==> src/rtl/parser_pkg.sv <==
// Shared types and constants for the parser input arbiter.
package parser_pkg;

  typedef enum logic [1:0] {
    IDLE = 2'd0,
    FWD  = 2'd1,
    GAP  = 2'd2
  } arb_state_t;

  // Parser input beat geometry for the default build.
  localparam int IP_DATA_WIDTH_DEF = 64;
  localparam int BYTES_PER_BEAT    = IP_DATA_WIDTH_DEF / 8;

  // Port index width; never narrower than one bit.
  function automatic int port_idx_w(input int n);
    return (n > 1) ? $clog2(n) : 1;
  endfunction

endpackage

==> src/rtl/rr_picker.sv <==
// Round-robin winner search: first set request strictly after last_grant,
// wrapping at NUM_PORTS-1.
module rr_picker
  import parser_pkg::*;
#(
  parameter int NUM_PORTS = 4,
  parameter int IW        = port_idx_w(NUM_PORTS)
) (
  input  logic [NUM_PORTS-1:0] req,
  input  logic [IW-1:0]        last_grant,
  output logic [IW-1:0]        winner,
  output logic                 found
);

  logic [IW-1:0] idx;

  // Walk the ports once, starting after last_grant, keep the first hit.
  always_comb begin
    winner = '0;
    found  = 1'b0;
    idx    = last_grant;
    for (int i = 0; i < NUM_PORTS; i++) begin
      idx = (idx == IW'(NUM_PORTS - 1)) ? '0 : idx + IW'(1);
      if (!found && req[idx]) begin
        found  = 1'b1;
        winner = idx;
      end
    end
  end

endmodule

==> src/rtl/parser_input_arb.sv <==
// Payload-level round-robin arbiter in front of the message parser.
// A port wins on its sop beat and keeps the grant through eop; GAP_CYCLES
// idle cycles follow every payload. Optional stall watchdog is enabled with
// `define PARSER_ARB_WATCHDOG_EN.
module parser_input_arb
  import parser_pkg::*;
#(
  parameter int NUM_PORTS     = 4,
  parameter int IP_DATA_WIDTH = 64,
  parameter int GAP_CYCLES    = 1,
  parameter int TIMEOUT       = 64
) (
  input  logic                               clk,
  input  logic                               reset,
  input  logic [NUM_PORTS-1:0]               req_valid,
  input  logic [NUM_PORTS-1:0]               req_sop,
  input  logic [NUM_PORTS-1:0]               req_eop,
  input  logic [NUM_PORTS*IP_DATA_WIDTH-1:0] req_data,
  input  logic [NUM_PORTS-1:0]               req_empty,
  input  logic [NUM_PORTS-1:0]               req_error,
  output logic [NUM_PORTS-1:0]               req_ready,
  output logic                               out_valid,
  output logic                               out_sop,
  output logic                               out_eop,
  output logic                               out_empty,
  output logic                               out_error,
  output logic [IP_DATA_WIDTH-1:0]           out_data,
  input  logic                               out_ready,
  output logic [$clog2(NUM_PORTS)-1:0]       grant_id,
  output logic                               busy,
  output logic [NUM_PORTS-1:0]               drop_flag
);

  localparam int IW = port_idx_w(NUM_PORTS);

  if (NUM_PORTS < 2 || NUM_PORTS > 8) begin : g_bad_ports
    $error("parser_input_arb: NUM_PORTS must be 2..8");
  end
  if (GAP_CYCLES < 0 || GAP_CYCLES > 7) begin : g_bad_gap
    $error("parser_input_arb: GAP_CYCLES must be 0..7");
  end
  if (TIMEOUT < 1) begin : g_bad_timeout
    $error("parser_input_arb: TIMEOUT must be at least 1");
  end

  arb_state_t                               state_q;
  logic [IW-1:0]                            grant_q;
  logic [IW-1:0]                            last_grant_q;
  logic [2:0]                               gap_cnt_q;
  logic [NUM_PORTS-1:0]                     drop_q;
  logic [IW-1:0]                            pick_idx;
  logic                                     pick_found;
  logic [NUM_PORTS-1:0]                     eligible;
  logic [NUM_PORTS-1:0]                     gmask;
  logic [NUM_PORTS-1:0]                     own_mask;
  logic [NUM_PORTS-1:0]                     stray;
  logic [NUM_PORTS-1:0][IP_DATA_WIDTH-1:0]  data_vec;
  logic                                     run;
  logic                                     fwd;
  logic                                     g_valid;
  logic                                     synth;
  logic                                     xfer;

  assign data_vec  = req_data;
  assign eligible  = req_valid & req_sop;
  assign run       = !reset;
  assign fwd       = run && (state_q == FWD);
  assign g_valid   = req_valid[grant_q];
  assign grant_id  = grant_q;
  assign busy      = fwd;
  assign drop_flag = drop_q;

  rr_picker #(
    .NUM_PORTS (NUM_PORTS),
    .IW        (IW)
  ) u_picker (
    .req        (eligible),
    .last_grant (last_grant_q),
    .winner     (pick_idx),
    .found      (pick_found)
  );

  // One-hot view of the granted port.
  always_comb begin
    gmask          = '0;
    gmask[grant_q] = 1'b1;
  end

  // Non-sop beats on any port that does not own the parser are swallowed;
  // in IDLE nobody owns it, in FWD/GAP the granted port does.
  assign own_mask  = (state_q == IDLE) ? '0 : gmask;
  assign stray     = req_valid & ~req_sop & ~own_mask & {NUM_PORTS{run}};
  assign req_ready = stray | ((fwd && !synth) ? (gmask & {NUM_PORTS{out_ready}}) : '0);

  // Parser-side mux: pass the granted port through, or the synthetic
  // error beat while the watchdog is closing a stalled payload.
  always_comb begin
    out_valid = 1'b0;
    out_sop   = 1'b0;
    out_eop   = 1'b0;
    out_empty = 1'b0;
    out_error = 1'b0;
    out_data  = '0;
    if (fwd) begin
      if (synth) begin
        out_valid = 1'b1;
        out_eop   = 1'b1;
        out_error = 1'b1;
      end else begin
        out_valid = g_valid;
        out_sop   = req_sop[grant_q];
        out_eop   = req_eop[grant_q];
        out_empty = req_empty[grant_q];
        out_error = req_error[grant_q];
        out_data  = data_vec[grant_q];
      end
    end
  end

  assign xfer = out_valid && out_ready;

`ifdef PARSER_ARB_WATCHDOG_EN
  localparam int WW = $clog2(TIMEOUT + 1);
  logic [WW-1:0] wd_cnt_q;

  assign synth = fwd && (wd_cnt_q == WW'(TIMEOUT));

  // Count consecutive idle cycles of the granted port; saturate at TIMEOUT
  // so the synthetic beat is held until the parser takes it.
  always_ff @(posedge clk) begin
    if (reset || state_q != FWD) begin
      wd_cnt_q <= '0;
    end else if (!synth) begin
      if (g_valid) wd_cnt_q <= '0;
      else         wd_cnt_q <= wd_cnt_q + WW'(1);
    end
  end
`else
  assign synth = 1'b0;
`endif

  // Arbitration FSM: IDLE picks, FWD forwards until eop, GAP idles.
  always_ff @(posedge clk) begin
    if (reset) begin
      state_q      <= IDLE;
      grant_q      <= '0;
      last_grant_q <= IW'(NUM_PORTS - 1);
      gap_cnt_q    <= '0;
    end else begin
      case (state_q)
        IDLE: begin
          if (pick_found) begin
            grant_q <= pick_idx;
            state_q <= FWD;
          end
        end
        FWD: begin
          if (xfer && out_eop) begin
            last_grant_q <= grant_q;
            gap_cnt_q    <= '0;
            state_q      <= (GAP_CYCLES > 0) ? GAP : IDLE;
          end
        end
        GAP: begin
          if (gap_cnt_q == 3'(GAP_CYCLES - 1)) state_q <= IDLE;
          else                                  gap_cnt_q <= gap_cnt_q + 3'd1;
        end
        default: state_q <= IDLE;
      endcase
    end
  end

  // Sticky per-port record of discarded beats (strays and watchdog aborts).
  always_ff @(posedge clk) begin
    if (reset) begin
      drop_q <= '0;
    end else begin
      drop_q <= drop_q | stray | ((synth && xfer) ? gmask : '0);
    end
  end

endmodule
==> config.mk <==
export PLATFORM = sky130hd
export DESIGN_NAME = parser_input_arb
export DESIGN_NICKNAME = d
export VERILOG_FILES = /design/src/rtl/parser_pkg.sv /design/src/rtl/rr_picker.sv /design/src/rtl/parser_input_arb.sv
export SDC_FILE = /design/constraint.sdc
export NUM_CORES = 1
export LEC_CHECK = 0
export BUFFER_PORTS_ARGS = -buffer_cell sky130_fd_sc_hd__buf_4
export CELL_PAD_IN_SITES_DETAIL_PLACEMENT = 2
export CELL_PAD_IN_SITES_GLOBAL_PLACEMENT = 2
export CORE_UTILIZATION = 16
export DETAILED_ROUTE_END_ITERATION = 8
export GPL_ROUTABILITY_DRIVEN = 0
export PLACE_DENSITY = 0.86
export SLEW_MARGIN = 20
export SYNTH_ARGS = -nofsm -noshare
export SYNTH_HDL_FRONTEND = slang
export SYNTH_SLANG_ARGS = --single-unit
==> constraint.sdc <==
create_clock -name clk -period 2.05 [get_ports clk]
set_clock_uncertainty 0.15 [all_clocks]
set_input_delay 0.1025 -clock clk [delete_from_list [all_inputs] [get_ports clk]]
set_output_delay 0.1025 -clock clk [all_outputs]
set_load 0.005 [all_outputs]
; After elaboration in Yosys (flattened, before gate mapping)
; Index checks and enable logic that the tools add are counted.
; W data, S select, Z words.
[op_classes]
bitwise_logic = 9
n_eq_ne = 10
reduce_logical = 18
n_mux = 49
add_sub_neg = 5
n_lt_le_gt_ge = 6
[ops]
columns = cell, n
row1 = $bmux W64 S2, 1
row2 = $mux W64, 2
row3 = $mux W2, 11
row4 = $and A4 B4 Y4, 5
row5 = $mux W1, 19
row6 = $bmux W1 S2, 9
row7 = $lt A2 B3 Y1 const B, 5
row8 = $eq A2 B2 Y1 const B, 5
row9 = $add A2 B1 Y2 const B, 4
row10 = $mux W4, 2
row11 = $not A4 Y4, 2
row12 = $or A4 B4 Y4, 2
row13 = $logic_and A1 B1 Y1, 7
row14 = $mux W3, 2
row15 = $ne A2 B2 Y1 const B, 3
row16 = $pmux W2 S3, 1
row17 = $pmux W3 S2, 1
row18 = $reduce_and A3 Y1, 2
row19 = $logic_not A1 Y1, 4
row20 = $reduce_and A2 Y1, 2
row21 = $add A3 B1 Y3 const B, 1
row22 = $logic_not A3 Y1, 1
row23 = $demux W1 S2, 1
row24 = $eq A2 B1 Y1 const B, 1
row25 = other kinds (4), 4
[totals]
reg_bits = 13
input_bits = 279
out_inout_bits = 80

; Depth between registers and ports, before layout
[logic_depth]
ltp_word = 16
mapped_depth = 7
ltp_nobuf = 6

; Hierarchy
; From an unflattened synthesis, not the netlist that was laid out.
[hier_totals]
cells_unflattened = 264
hier_area_um2 = 2955.3
[by_module_without_submodules]
columns = mod, seq_area_each_um2, area_per_inst_um2, cells_each, n_inst
row1 = parser_input_arb, 260.2, 2847.7, 250, 1
row2 = rr_picker, 0.0, 107.6, 14, 1

; Least setup slack after synthesis
; No wires, ideal clock.
[synth_path]
kind = register to register
start = reg last_grant_q[0]
end = reg grant_q[1] (netlist: grant_id[1])
n_path_buf = 0
slack_ns = 0.385
t_required_ns = 1.799
setup_ns = 0.101
arrival_time_ns = 1.414
stages_incl_launch_ff = 6
path_cell_list = dfxtp_1 ha_1 or3_1 mux2i_1 a22oi_1 o41ai_1
[synth_via]
elab_chain_cells = 15
elab_cells_between_ends = 35
cone_classes = add/sub (4) / eq/ne (4) / mux (20) / reduce/logical (7)
[synth_rtl]
columns = item, line_no
row1 = start: declaration, parser_input_arb.sv:48  ; logic [IW-1:0] last_grant_q;
row2 = start signal: assignment, parser_input_arb.sv:147  ; last_grant_q <= IW'(NUM_PORTS - 1);
row3 = start signal: assignment, parser_input_arb.sv:159  ; last_grant_q <= grant_q;
row4 = $add A2 B1 Y2 / $eq A2 B2 Y1 (equally long branches), rr_picker.sv:23  ; idx = (idx == IW'(NUM_PORTS - 1)) ? '0 : idx + IW'(1);
row5 = $mux W2 *, rr_picker.sv:23
row6 = "parallel branches: the longest is 13 deep, another holds $add A2 B1 Y2", --
row7 = end signal: assignment, parser_input_arb.sv:153  ; grant_q <= pick_idx;
row8 = end: declaration, parser_input_arb.sv:47  ; logic [IW-1:0] grant_q;
; Every way passes the cells marked *. The select of a mux whose other input is x is not followed.
; A chain may end at the register's enable or synchronous reset.

; Worst setup path in the final report
[layout_path]
start = reg grant_q[0] (netlist: grant_id[0])
end = out out_data[9]
[layout_via]
elab_chain_cells = 3
[layout_rtl]
columns = item, line_no
row1 = $bmux W64 S2, parser_input_arb.sv:115  ; out_data = data_vec[grant_q];
row2 = $mux W64 (implied by the code), parser_input_arb.sv:115
row3 = $mux W64, parser_input_arb.sv:104  ; if (fwd) begin
row4 = end: declaration, parser_input_arb.sv:27  ; output logic [IP_DATA_WIDTH-1:0] out_data,
; Every way passes these cells. The select of a mux whose other input is x is not followed.

==> results.json <==
{
  "status": "complete, but fails checks",
  "violations": "negative setup slack",
  "endpoint_kind": "output pin",
  "hp-class": "in2reg",
  "path_delay_family": "multiplexers",
  "avgSynthCellArea_um2": 10.90,
  "fp.dieH_um": 139.4,
  "grt_pass1_vias": 4681,
  "viasPerCell": 4.980,
  "synth_xor_area_frac": 0.002901,
  "first_iter_violations": 109,
  "hold_path.startpoint": "reset",
  "ys_ff_latch": 13,
  "tightest_slew_ns": 0.5540,
  "synth_top_family_by_area": "multiplexers",
  "drtAntennaViolNets": 0,
  "async_flop_share": 0,
  "setup_tns_ns": -0.01052,
  "wirelength_mm": 22.26,
  "placed_cells": 839,
  "synthAdderAreaFrac": 0.01243,
  "cts_made_buffers": 3,
  "clk_pin_slew_worst_paths_ns": 0.05,
  "synth_compound_area_frac": 0.07460,
  "num_vias": 4238,
  "cts_tree": "yes",
  "grt_pass1_wl_mm": 30.35,
  "core-area_um2": 18210,
  "grt_max_degree": 70,
  "synth-main-ff-cell": "dfxtp_1",
  "final.period_utilization": 1.005,
  "io_pins": 359,
  "portBuffers": 358,
  "worstPathMaxFanout": 7,
  "clock_latency_ns": 0.24,
  "synthCells": 277,
  "hpwl_mm": 17.66,
  "drv_slew": 0,
  "path_buf_inv": 3,
  "period_needed_ns": 2.061,
  "grt-ovfl-total": 0,
  "yosys-top-cells-area": "mux4_2 (51%), and3_1 (14%), dfxtp_1 (8.6%)",
  "wl_per_cell_um": 26.16,
  "crit_top_cell": "buf_12",
  "worstHoldEndpoint": "grant_id[0]",
  "fill_cells": 1963,
  "start_kind": "register",
  "cap_violations": 0,
  "synth_area_um2": 3019,
  "max_freq_ghz": 0.4853,
  "required_ns": 1.80,
  "finalPower_uw": 2504,
  "p_per_area_nw_per_um2": 382.5,
  "critical_path_class": "reg2out",
  "r2r_slack_ns": 0.12,
  "dieArea_um2": 19420,
  "drcViolationCount": 0,
  "cts_hold_buf": 0,
  "synth_top_cell_area_share": 0.5147,
  "antenna_found_initial": 0,
  "whs_path_depth": 2,
  "pre_cts_slack_ns": 0.1294,
  "seq_area_um2": 269.0,
  "slew_headroom": 0.6260,
  "multi_input_area_um2": 2721,
  "worstReg2RegStart": "last_grant_q[0]",
  "slowest_delay_ns": 0.54,
  "reg2reg_to": "grant_id[1]",
  "synth_cell_types": 42,
  "antenna_cells": 0,
  "power.leakage_uw": 0.002956,
  "root_buffer": "clkbuf_16",
  "rsz0062_at_grt": "yes",
  "synth_warnings": 0,
  "clock_path_buffers": 2,
  "die_w_um": 139.4,
  "layoutNonFillerInstCount": 851,
  "crit_path_cell_trace": "buf_12 -> buf_12 -> mux4_2 -> and3_4 -> buf_6",
  "synth_mux_area_frac": 0.5213,
  "setup_ws_ns": -0.01052,
  "vdd_drop_max_uv": 235.4,
  "crit_arrival_ns": 1.81,
  "rows": 49,
  "initial_core_util": 0.1658,
  "synth_top_area_cell": "mux4_2",
  "synth_nets": 559,
  "cts-htree-levels": 1,
  "drive_gt1_frac": 0.8039,
  "hold_violations": 0,
  "syn_to_final_growth_pct": 116.8,
  "hold_ws_ns": 0.02290,
  "yosysSeqAreaShare": 0.08620,
  "synth-edff-count": 0,
  "nets": 905,
  "synth-simple-area-share": 0.2159,
  "grt_usage": 0.2066,
  "first_pass_iters": 4,
  "setup_violations": 1,
  "cts_sinks": 13,
  "r2r_cells": 5,
  "cp_slowest_cell": "mux4_2",
  "yosys-top-cells-count": "and3_1 (69), mux4_2 (69), clkbuf_1 (15)"
}
==> through the flow <==
step / instance area [um^2] / utilization
final: 6546 / 0.3595
after global routing: 6546 / 0.3595
after CTS: 6046 / 0.3320
after detailed placement: 5916 / 0.3249
after global placement: 5916 / 0.3249
after floorplan: 3019 / -
==> cell families after synthesis <==
kind of cell	after synthesis
simple gates	110
mux	71
buf+inv	46
compound gates	33
flops	13
fa+ha+maj	3
xor+xnor	1
==> layout make-up <==
class                           instances  area share
Inverter                               12    0.006881
Multi-Input combinational cell        218      0.4157
Sequential cell                        13     0.04109
Tap cell                              229     0.04377
Clock buffer                            4     0.01204
Timing Repair Buffer                  375      0.4805
==> worst max-delay path by stage <==
stage | from | to | slack, ns | depth (start not counted)
final | grant_id[0] | out_data[9] | -0.01 | 5
after detailed placement | last_grant_q[0] | grant_id[1] | 0.13 | 5
after global routing | grant_id[0] | out_data[9] | -0.05 | 5
after floorplan | last_grant_q[0] | grant_id[1] | 0.39 | 5
after global placement | last_grant_q[0] | grant_id[1] | 0.26 | 5
after CTS | grant_id[0] | out_data[55] | -0.006 | 4
==> state kept, by name, summed over array words and instances, names as in the netlist <==
signal	flops
grant_id	2
gap_cnt_q	3
drop_flag	4
last_grant_q	2
state_q	2
==> per-layer routing <==
layer,global-route usage,wire (um),vias to the layer above
met4,0.05731,702,0
met5,0,0,-
li1,-,-,1835
met1,0.2314,8241,2149
met3,0.05471,1449,51
met2,0.3819,11870,203
==> cells in the final DEF, fill, tap and decap left out, types with 2 or more instances in the layout <==
master and n:
dfxtp_1 10, o21ai_1 3, o221ai_1 2, a21oi_1 8, o22ai_1 4, nor2b_1 4, a22oi_1 2, clkbuf_16 6
o21ai_0 5, dfxtp_4 2, mux4_2 69, nand2_1 13, and3_4 44, buf_4 323, buf_16 2, buf_6 40
inv_1 12, and3_1 25, nor2_1 3, ha_1 3, nor3_1 2, buf_12 7, nand3_1 7, and2_1 3
nand4_1 2
==> timing repair <==
item / in CTS / in global routing
gates resized for setup: 10 / 86
cloned: 0 / 5
setup endpoints to repair: 8 / 62
buffers inserted: 0 / 3
==> where the power goes <==
part / leakage, uW / total [uW] / internal (uW) / switching (uW)
registers: 0.000108 / 313 / 275 / 37.9
logic: 0.00281 / 1810 / 1120 / 693
clock network: 0.0000382 / 378 / 263 / 115
No activity file was read; power rests on OpenSTA's default activity.
